### src/rtl/jtcps_keyrx_pkg.sv
// Shared types and constant functions for the key receiver: FSM states and the
// raw-to-cfg bit permutation (word order and per-bit source index).
package jtcps_keyrx_pkg;

  typedef enum logic [1:0] {StIdle, StLoad, StCheck, StDone} state_e;

  // Word index placed in cfg slot s (slot 0 is most significant); nw = NB/2.
  function automatic int word_at(input int s, input int nw);
    int r;
    if (s <= nw - 5)       r = s;
    else if (s == nw - 4)  r = nw - 3;
    else if (s == nw - 3)  r = nw - 4;
    else if (s == nw - 2)  r = nw - 1;
    else                   r = nw - 2;
    if (r < 0 || r >= nw) r = s;
    return r;
  endfunction

  // raw bit index feeding bit k (15 = MSB) of cfg word w.
  function automatic int src_bit(input int w, input int k, input int nw);
    int p;
    p = (w + nw - 1) % nw;
    if (k >= 10)     return 16 * w + 10 + (15 - k);
    else if (k >= 2) return 16 * w + (9 - k);
    else if (k == 1) return 16 * p + 8;
    else             return 16 * p + 9;
  endfunction

endpackage

### src/rtl/jtcps_keyrx_perm.sv
// Pure combinational permutation of the received raw bytes into cfg words.
module jtcps_keyrx_perm
  import jtcps_keyrx_pkg::*;
#(
  parameter int unsigned NB = 20
) (
  input  logic [8*NB-1:0] raw,
  output logic [8*NB-1:0] cfg
);

  localparam int NW   = NB / 2;
  localparam int CfgW = 8 * NB;

  for (genvar s = 0; s < NW; s++) begin : g_slot
    localparam int Wd = word_at(s, NW);
    for (genvar k = 0; k < 16; k++) begin : g_bit
      assign cfg[CfgW - 16 - 16 * s + k] = raw[src_bit(Wd, k, NW)];
    end
  end

endmodule

### src/rtl/jtcps_keyrx.sv
// Key stream receiver: edge-qualified byte capture, payload sum, optional checksum.
// Optional JTCPS_KEYRX_FALLBACK_EN forces cfg[9:0] high while idle or in error.
module jtcps_keyrx
  import jtcps_keyrx_pkg::*;
#(
  parameter int unsigned NB   = 20,
  parameter int unsigned SUMW = 12,
  parameter int unsigned CHK  = 1
) (
  input  logic            clk,
  input  logic            rst_n,
  input  logic            clr,
  input  logic [7:0]      din,
  input  logic            din_we,
  output logic            busy,
  output logic            key_ok,
  output logic            key_err,
  output logic [SUMW-1:0] sum,
  output logic [15:0]     addr_rng,
  output logic [63:0]     key
);

  localparam int RawW = 8 * NB;
  localparam int ExtW = (RawW < 64) ? 64 : RawW;
  localparam int CntW = $clog2(NB + 1);

  state_e            state_q;
  logic [RawW-1:0]   raw_q;
  logic [SUMW-1:0]   sum_q;
  logic [CntW-1:0]   cnt_q;
  logic              we_q, busy_q, key_ok_q, key_err_q;
  logic              we_rise;
  logic [7:0]        chk_lo;
  logic [RawW-1:0]   cfg, cfg_out;
  logic [ExtW-1:0]   cfg_ext;
  logic              unused_cfg;

  assign we_rise = din_we & ~we_q;
  assign chk_lo  = 8'(sum_q) + din;

  always_ff @(posedge clk or negedge rst_n) begin
    if (!rst_n) begin
      state_q   <= StIdle;
      raw_q     <= '0;
      sum_q     <= '0;
      cnt_q     <= '0;
      we_q      <= 1'b0;
      busy_q    <= 1'b0;
      key_ok_q  <= 1'b0;
      key_err_q <= 1'b0;
    end else begin
      we_q <= din_we;
      if (clr) begin
        state_q   <= StIdle;
        raw_q     <= '0;
        sum_q     <= '0;
        cnt_q     <= '0;
        busy_q    <= 1'b0;
        key_ok_q  <= 1'b0;
        key_err_q <= 1'b0;
      end else if (we_rise) begin
        unique case (state_q)
          StIdle, StLoad: begin
            raw_q <= {din, raw_q[RawW-1:8]};
            sum_q <= sum_q + SUMW'(din);
            cnt_q <= cnt_q + CntW'(1);
            if (cnt_q == CntW'(NB - 1)) begin
              if (CHK == 1) begin
                state_q <= StCheck;
                busy_q  <= 1'b1;
              end else begin
                state_q  <= StDone;
                busy_q   <= 1'b0;
                key_ok_q <= 1'b1;
              end
            end else begin
              state_q <= StLoad;
              busy_q  <= 1'b1;
            end
          end
          StCheck: begin
            state_q   <= StDone;
            busy_q    <= 1'b0;
            key_ok_q  <= (chk_lo == 8'h00);
            key_err_q <= (chk_lo != 8'h00);
          end
          StDone: begin
            state_q <= StDone;
          end
          default: state_q <= StIdle;
        endcase
      end
    end
  end

  jtcps_keyrx_perm #(
    .NB (NB)
  ) u_perm (
    .raw (raw_q),
    .cfg (cfg)
  );

`ifdef JTCPS_KEYRX_FALLBACK_EN
  assign cfg_out = cfg | {{(RawW - 10){1'b0}}, {10{key_err_q | (state_q == StIdle)}}};
`else
  assign cfg_out = cfg;
`endif

  assign cfg_ext    = ExtW'(cfg_out);
  assign unused_cfg = ^cfg_ext;

  assign busy     = busy_q;
  assign key_ok   = key_ok_q;
  assign key_err  = key_err_q;
  assign sum      = sum_q;
  assign addr_rng = cfg_out[RawW-1 -: 16];
  assign key      = cfg_ext[63:0];

endmodule

### config.mk
export PLATFORM = sky130hd
export DESIGN_NAME = jtcps_keyrx
export DESIGN_NICKNAME = d
export VERILOG_FILES = /design/src/rtl/jtcps_keyrx_pkg.sv /design/src/rtl/jtcps_keyrx_perm.sv /design/src/rtl/jtcps_keyrx.sv
export SDC_FILE = /design/constraint.sdc
export NUM_CORES = 1
export LEC_CHECK = 0
export CAP_MARGIN = 30
export CORE_ASPECT_RATIO = 2
export CORE_MARGIN = 8
export CORE_UTILIZATION = 54
export DETAILED_ROUTE_END_ITERATION = 8
export HOLD_SLACK_MARGIN = 0.06
export PLACE_DENSITY = 0.86
export SLEW_MARGIN = 20
export SYNTH_ARGS = -nofsm -noshare
export SYNTH_HDL_FRONTEND = slang
export SYNTH_SLANG_ARGS = --single-unit
### constraint.sdc
create_clock -name clk -period 2.58 [get_ports clk]
set_input_delay 0.516 -clock clk [delete_from_list [all_inputs] [get_ports clk]]
set_output_delay 0.516 -clock clk [all_outputs]
set_load 0.03 [all_outputs]
# == Yosys cells after proc, flatten, opt, wreduce, memory -nomap -nowiden ==
# Index checks and enable logic that the tools add are counted.
# word_totals
reg_bits,183
mem_bits_ro,0
out_inout_bits,95
latchBits,0
elab_cells,51
ramBits,0
memories,0
input_bits,12
# op_classes
bitwise,2
order_cmp,0
n_eq_ne,4
n_addsub,3
n_div,0
reduce_logical,12
muxes,22
multipliers,0
shift,0
# op_table
operator,n
2-to-1 mux 160 bit,3
2-to-1 mux 12 bit,3
2-to-1 mux 5 bit,3
adder 12 x 8 -> 12 bit,1
adder 8 bit,1
zero test 8 bit,1
2-to-1 mux 1 bit,8
nonzero test 8 bit,1
2-to-1 mux 2 bit,3
AND reduction 2 bit,3
nonzero test 2 bit,3
"adder 5 x 1 -> 5 bit, second input constant",1
"== test 5 bit, second input constant",1
"== test 2 bit, second input constant",2
one-hot mux 2 bit (2 select lines),1
OR reduction 2 bit,2
nonzero test 3 bit,1
"== test 2 x 1 -> 1 bit, second input constant",1
zero test 2 bit,1
one-hot mux 1 bit (2 select lines),1
AND 1 bit,1
NOT 1 bit,1

# == Depth between registers and ports, before layout ==
# depth
word_depth,5
mapped_depth,7
depth_no_buf,7

# == Hierarchy ==
# From an unflattened synthesis, not the netlist that was laid out.
# hier_totals
cells_unflattened,656
hier_area_um2,8196.6
# by_module_without_submodules
mod,cells_per_inst,instances,area_each_um2
jtcps_keyrx,496,1,6995.5
jtcps_keyrx_perm,160,1,1201.2

# == Worst setup path before layout ==
# OpenSTA, ideal clock, no wires.
# synth_timing
kind,reg2reg
start,register sum_q[0] (netlist: sum[0])
end,register key_err_q (netlist: key_err)
path_stages_with_launch,8
required_ps,2461
synth_period_minus_slack_ps,2506
path_slack_ps,74
arrival_ps,2387
setup_time_ps,119
path_cell_list,dfrtp_1 ha_1 fa_1 a211oi_2 or4b_1 o311ai_1 or4_4 o21a_1
# synth_via
elab_chain_len,5
# synth_rtl
item,line_no,source
from (decl),jtcps_keyrx.sv:29,logic [SUMW-1:0] sum_q;
from (signal assigned),jtcps_keyrx.sv:65,sum_q <= sum_q + SUMW'(din);
adder 8 bit,jtcps_keyrx.sv:39,assign chk_lo = 8'(sum_q) + din;
nonzero test 8 bit,jtcps_keyrx.sv:85,key_err_q <= (chk_lo != 8'h00);
2-to-1 mux 1 bit,jtcps_keyrx.sv:62,unique case (state_q)
2-to-1 mux 1 bit,jtcps_keyrx.sv:61,end else if (we_rise) begin
2-to-1 mux 1 bit,jtcps_keyrx.sv:53,if (clr) begin
to (signal assigned),jtcps_keyrx.sv:85,
to (decl),jtcps_keyrx.sv:31,"logic we_q, busy_q, key_ok_q, key_err_q;"
# No other way between the ends. The select of a mux whose other input is x is not followed.
# A chain may end at the register's enable or synchronous reset.

# == Worst setup path in the final report ==
# Ends and elaborated chain as after synthesis.

==> results.ini <==
[die]
initial_core_util = 0.5499
die_y_um = 183.7
pin_count = 107
core_um2 = 13810
dieArea_um2 = 18350
fp-row-count = 61
die_w_um = 99.87

[sta]
slew_viol_final = 0
rsz0062_at_grt = no
hold_viol = 0
fin_skew_ps = 13.28
timing.final.crit_period_ps = 2522
finalCritPeriodShare = 0.9776
max_slew_margin = 0.6760
timing.fmax_ghz = 0.3965
worst_slack_ps = 57.75
worst-slew-pin-transition_ps = 480.9
hold_ws_ps = 375.0
setup_violations = 0

[logic_synthesis]
synth_mux_area_frac = 0.001318
synthFlopType = dfrtp_1
synth_cell_types = 51
synthAdderAreaFrac = 0.01746
syn_nets = 598
synth-seq-area-share = 0.6029
netlist_area_um2 = 7596
synth_seq_cells = 183
async_flop_share = 1.000
synthCells = 576
synth_top_family_by_area = compound AO/OA/AOI/OAI gates
synthXorXnorAreaFrac = 0.006918
synth_compound_area_frac = 0.2260
synth_edf_count = 0
ys.warnings.count = 0
synth.avg_cell_area_um2 = 13.19
yosys.area_share.simple = 0.03953

[clock_tree]
cts_tree = done
clockBufferDepth = 2
root_buffer = clkbuf_16
cts.sinks = 183
numCtsBuffers = 17
htree_levels = 4
clk_pin_slew_ps = 70
clk_latency_ps = 430

[critical_path]
worstPathRequired_ps = 2890
arrival_ps = 2840
max_stage_delay_ps = 560
criticalPathCategory = reg2reg
crit_path_max_fanout = 3
critPathLaunchType = register
slowest_stage = or4_4
cp_cell_sequence = ha_2 -> fa_2 -> xor2_1 -> or4_1 -> or4_4 -> o21a_1
regToRegSetupSlack_ps = 60
cp_top_family = simple AND/OR/NAND/NOR gates
worst-path-buf-inv = 0
worstSetupEndpointType = register

[drt]
drc = 0
dr.first_iter.drc_count = 341
drt-total-wl_um = 17240
antenna_left = 0
wl_per_cell_um = 21.07
vias = 4846
firstDrtPassIters = 4
routed_via_density = 5.924

[job]
maxCapViolCount = 0

[placement]
io_buffers = 106
placed_area_um2 = 8464
dp.cells = 783
place_ws_ps = -511.6
dp_hpwl_um = 11870
place_congestion = 0.8593

[cells_and_area]
nets = 638
layout_commonest_cell = dfrtp_1
drive_gt1_frac = 0.1320
num_antenna_cells = 0
stdcell_count = 818
fin_area_um2 = 9105
layout_common_cells = 183 x dfrtp_1, 166 x a22o_1, 103 x clkdlybuf4s50_1, 27 x buf_4, 17 x clkbuf_16
fillers = 997
synthToLayoutAreaGrowth_pct = 19.86

[min_path]
hold_class = in2reg

[global_route]
grt_max_degree = 96
grt_pass1_wl_um = 28010
grt_usage = 0.1975
antenna_found_initial = 0
grt_pass1_vias = 5082
overflow = 0

[pwr]
finalPower_mw = 5.983
power_density_nw_per_um2 = 657.1
worst_ir_drop_vdd_mv = 0.4715
p_leak_nw = 4.238

[run_status]
status = complete, no violations

## worst paths after layout
kind	depth (start not counted)	start	endpoint
setup / recovery	6	sum[0]	key_err
hold / removal	2	din[0]	raw_q[152]
setup reg to reg	6	sum[0]	key_err
hold reg to reg	1	raw_q[65]	raw_q[57]
max in group asynchronous	3	rst_n	raw_q[101]
min in group asynchronous	2	rst_n	raw_q[3]
## repair_timing
action	4_1_cts	5_1_grt
setup buffers	0	2
hold buffers	1	0
gates resized for setup	3	4
hold endpoints to repair	44	0
pin swaps	4	6
endpoints found under the setup margin	3	4
## worst register-to-register path, stage by stage (launching register included)
cell     delay (ps)
dfrtp_1         410
ha_2            210
fa_2            380
xor2_1          160
or4_1           520
or4_4           560
o21a_1          180
## state kept, by name (all words and copies together) (netlist names)
| signal | count |
|---|---|
| busy | 1 |
| cnt_q | 5 |
| key_err | 1 |
| key_ok | 1 |
| raw_q | 160 |
| state_q | 2 |
| sum | 12 |
| we_q | 1 |
## cells in the mapped netlist (3+ instances only)
master | count | area [um2]
inv_1 | 3 | 11.26
ha_1 | 9 | 112.6
buf_4 | 81 | 608.1
o21ai_0 | 5 | 25.02
nor2_1 | 18 | 67.56
buf_2 | 16 | 80.08
clkbuf_1 | 21 | 78.83
xor2_1 | 5 | 43.79
nand2_1 | 5 | 18.77
a21oi_1 | 9 | 45.04
or3_1 | 3 | 18.77
a22o_1 | 166 | 1454
nand4_1 | 3 | 18.77
dfrtp_1 | 183 | 4579
## where the power goes
part | switching, mW | internal (mW)
Clock | 1.12 | 1.47
Sequential | 0.0237 | 2.89
Combinational | 0.300 | 0.183
## logic make-up after synthesis
logic type / Yosys count
flops: 183
compound gates: 202
xor+xnor: 6
mux: 1
fa+ha+maj: 10
simple gates: 50
buf+inv: 124
## area by class of cell
| class | count | area [um2] | share of cell area |
|---|---|---|---|
| repair buffers | 142 | 1440 | 0.1582 |
| flip-flops and latches | 183 | 4579 | 0.5030 |
| multi-input cells | 269 | 2250 | 0.2471 |
| clock inverters | 13 | 145.1 | 0.01594 |
| inverters | 3 | 11.26 | 0.001237 |
| well taps | 189 | 236.5 | 0.02597 |
| clock buffers | 19 | 442.9 | 0.04865 |
## metal layers
layer  global-route usage  part of all wire  vias to the layer above
met2               0.3281              0.54                      137
met1               0.2259              0.37                     2522
li1                     -                 -                     2148
met3              0.05387             0.050                       39
met5                    0                 0                        -
met4               0.1037             0.039                        0
## stage by stage
stage | util | setup TNS (ps)
6_report | 0.6591 | 0
5_1_grt | 0.6591 | 0
4_1_cts | 0.6569 | 0
3_5_place_dp | 0.6127 | -2692
3_3_place_gp | 0.6127 | -2435
2_1_floorplan | - | 0
Power figures use the tool's default switching activity.
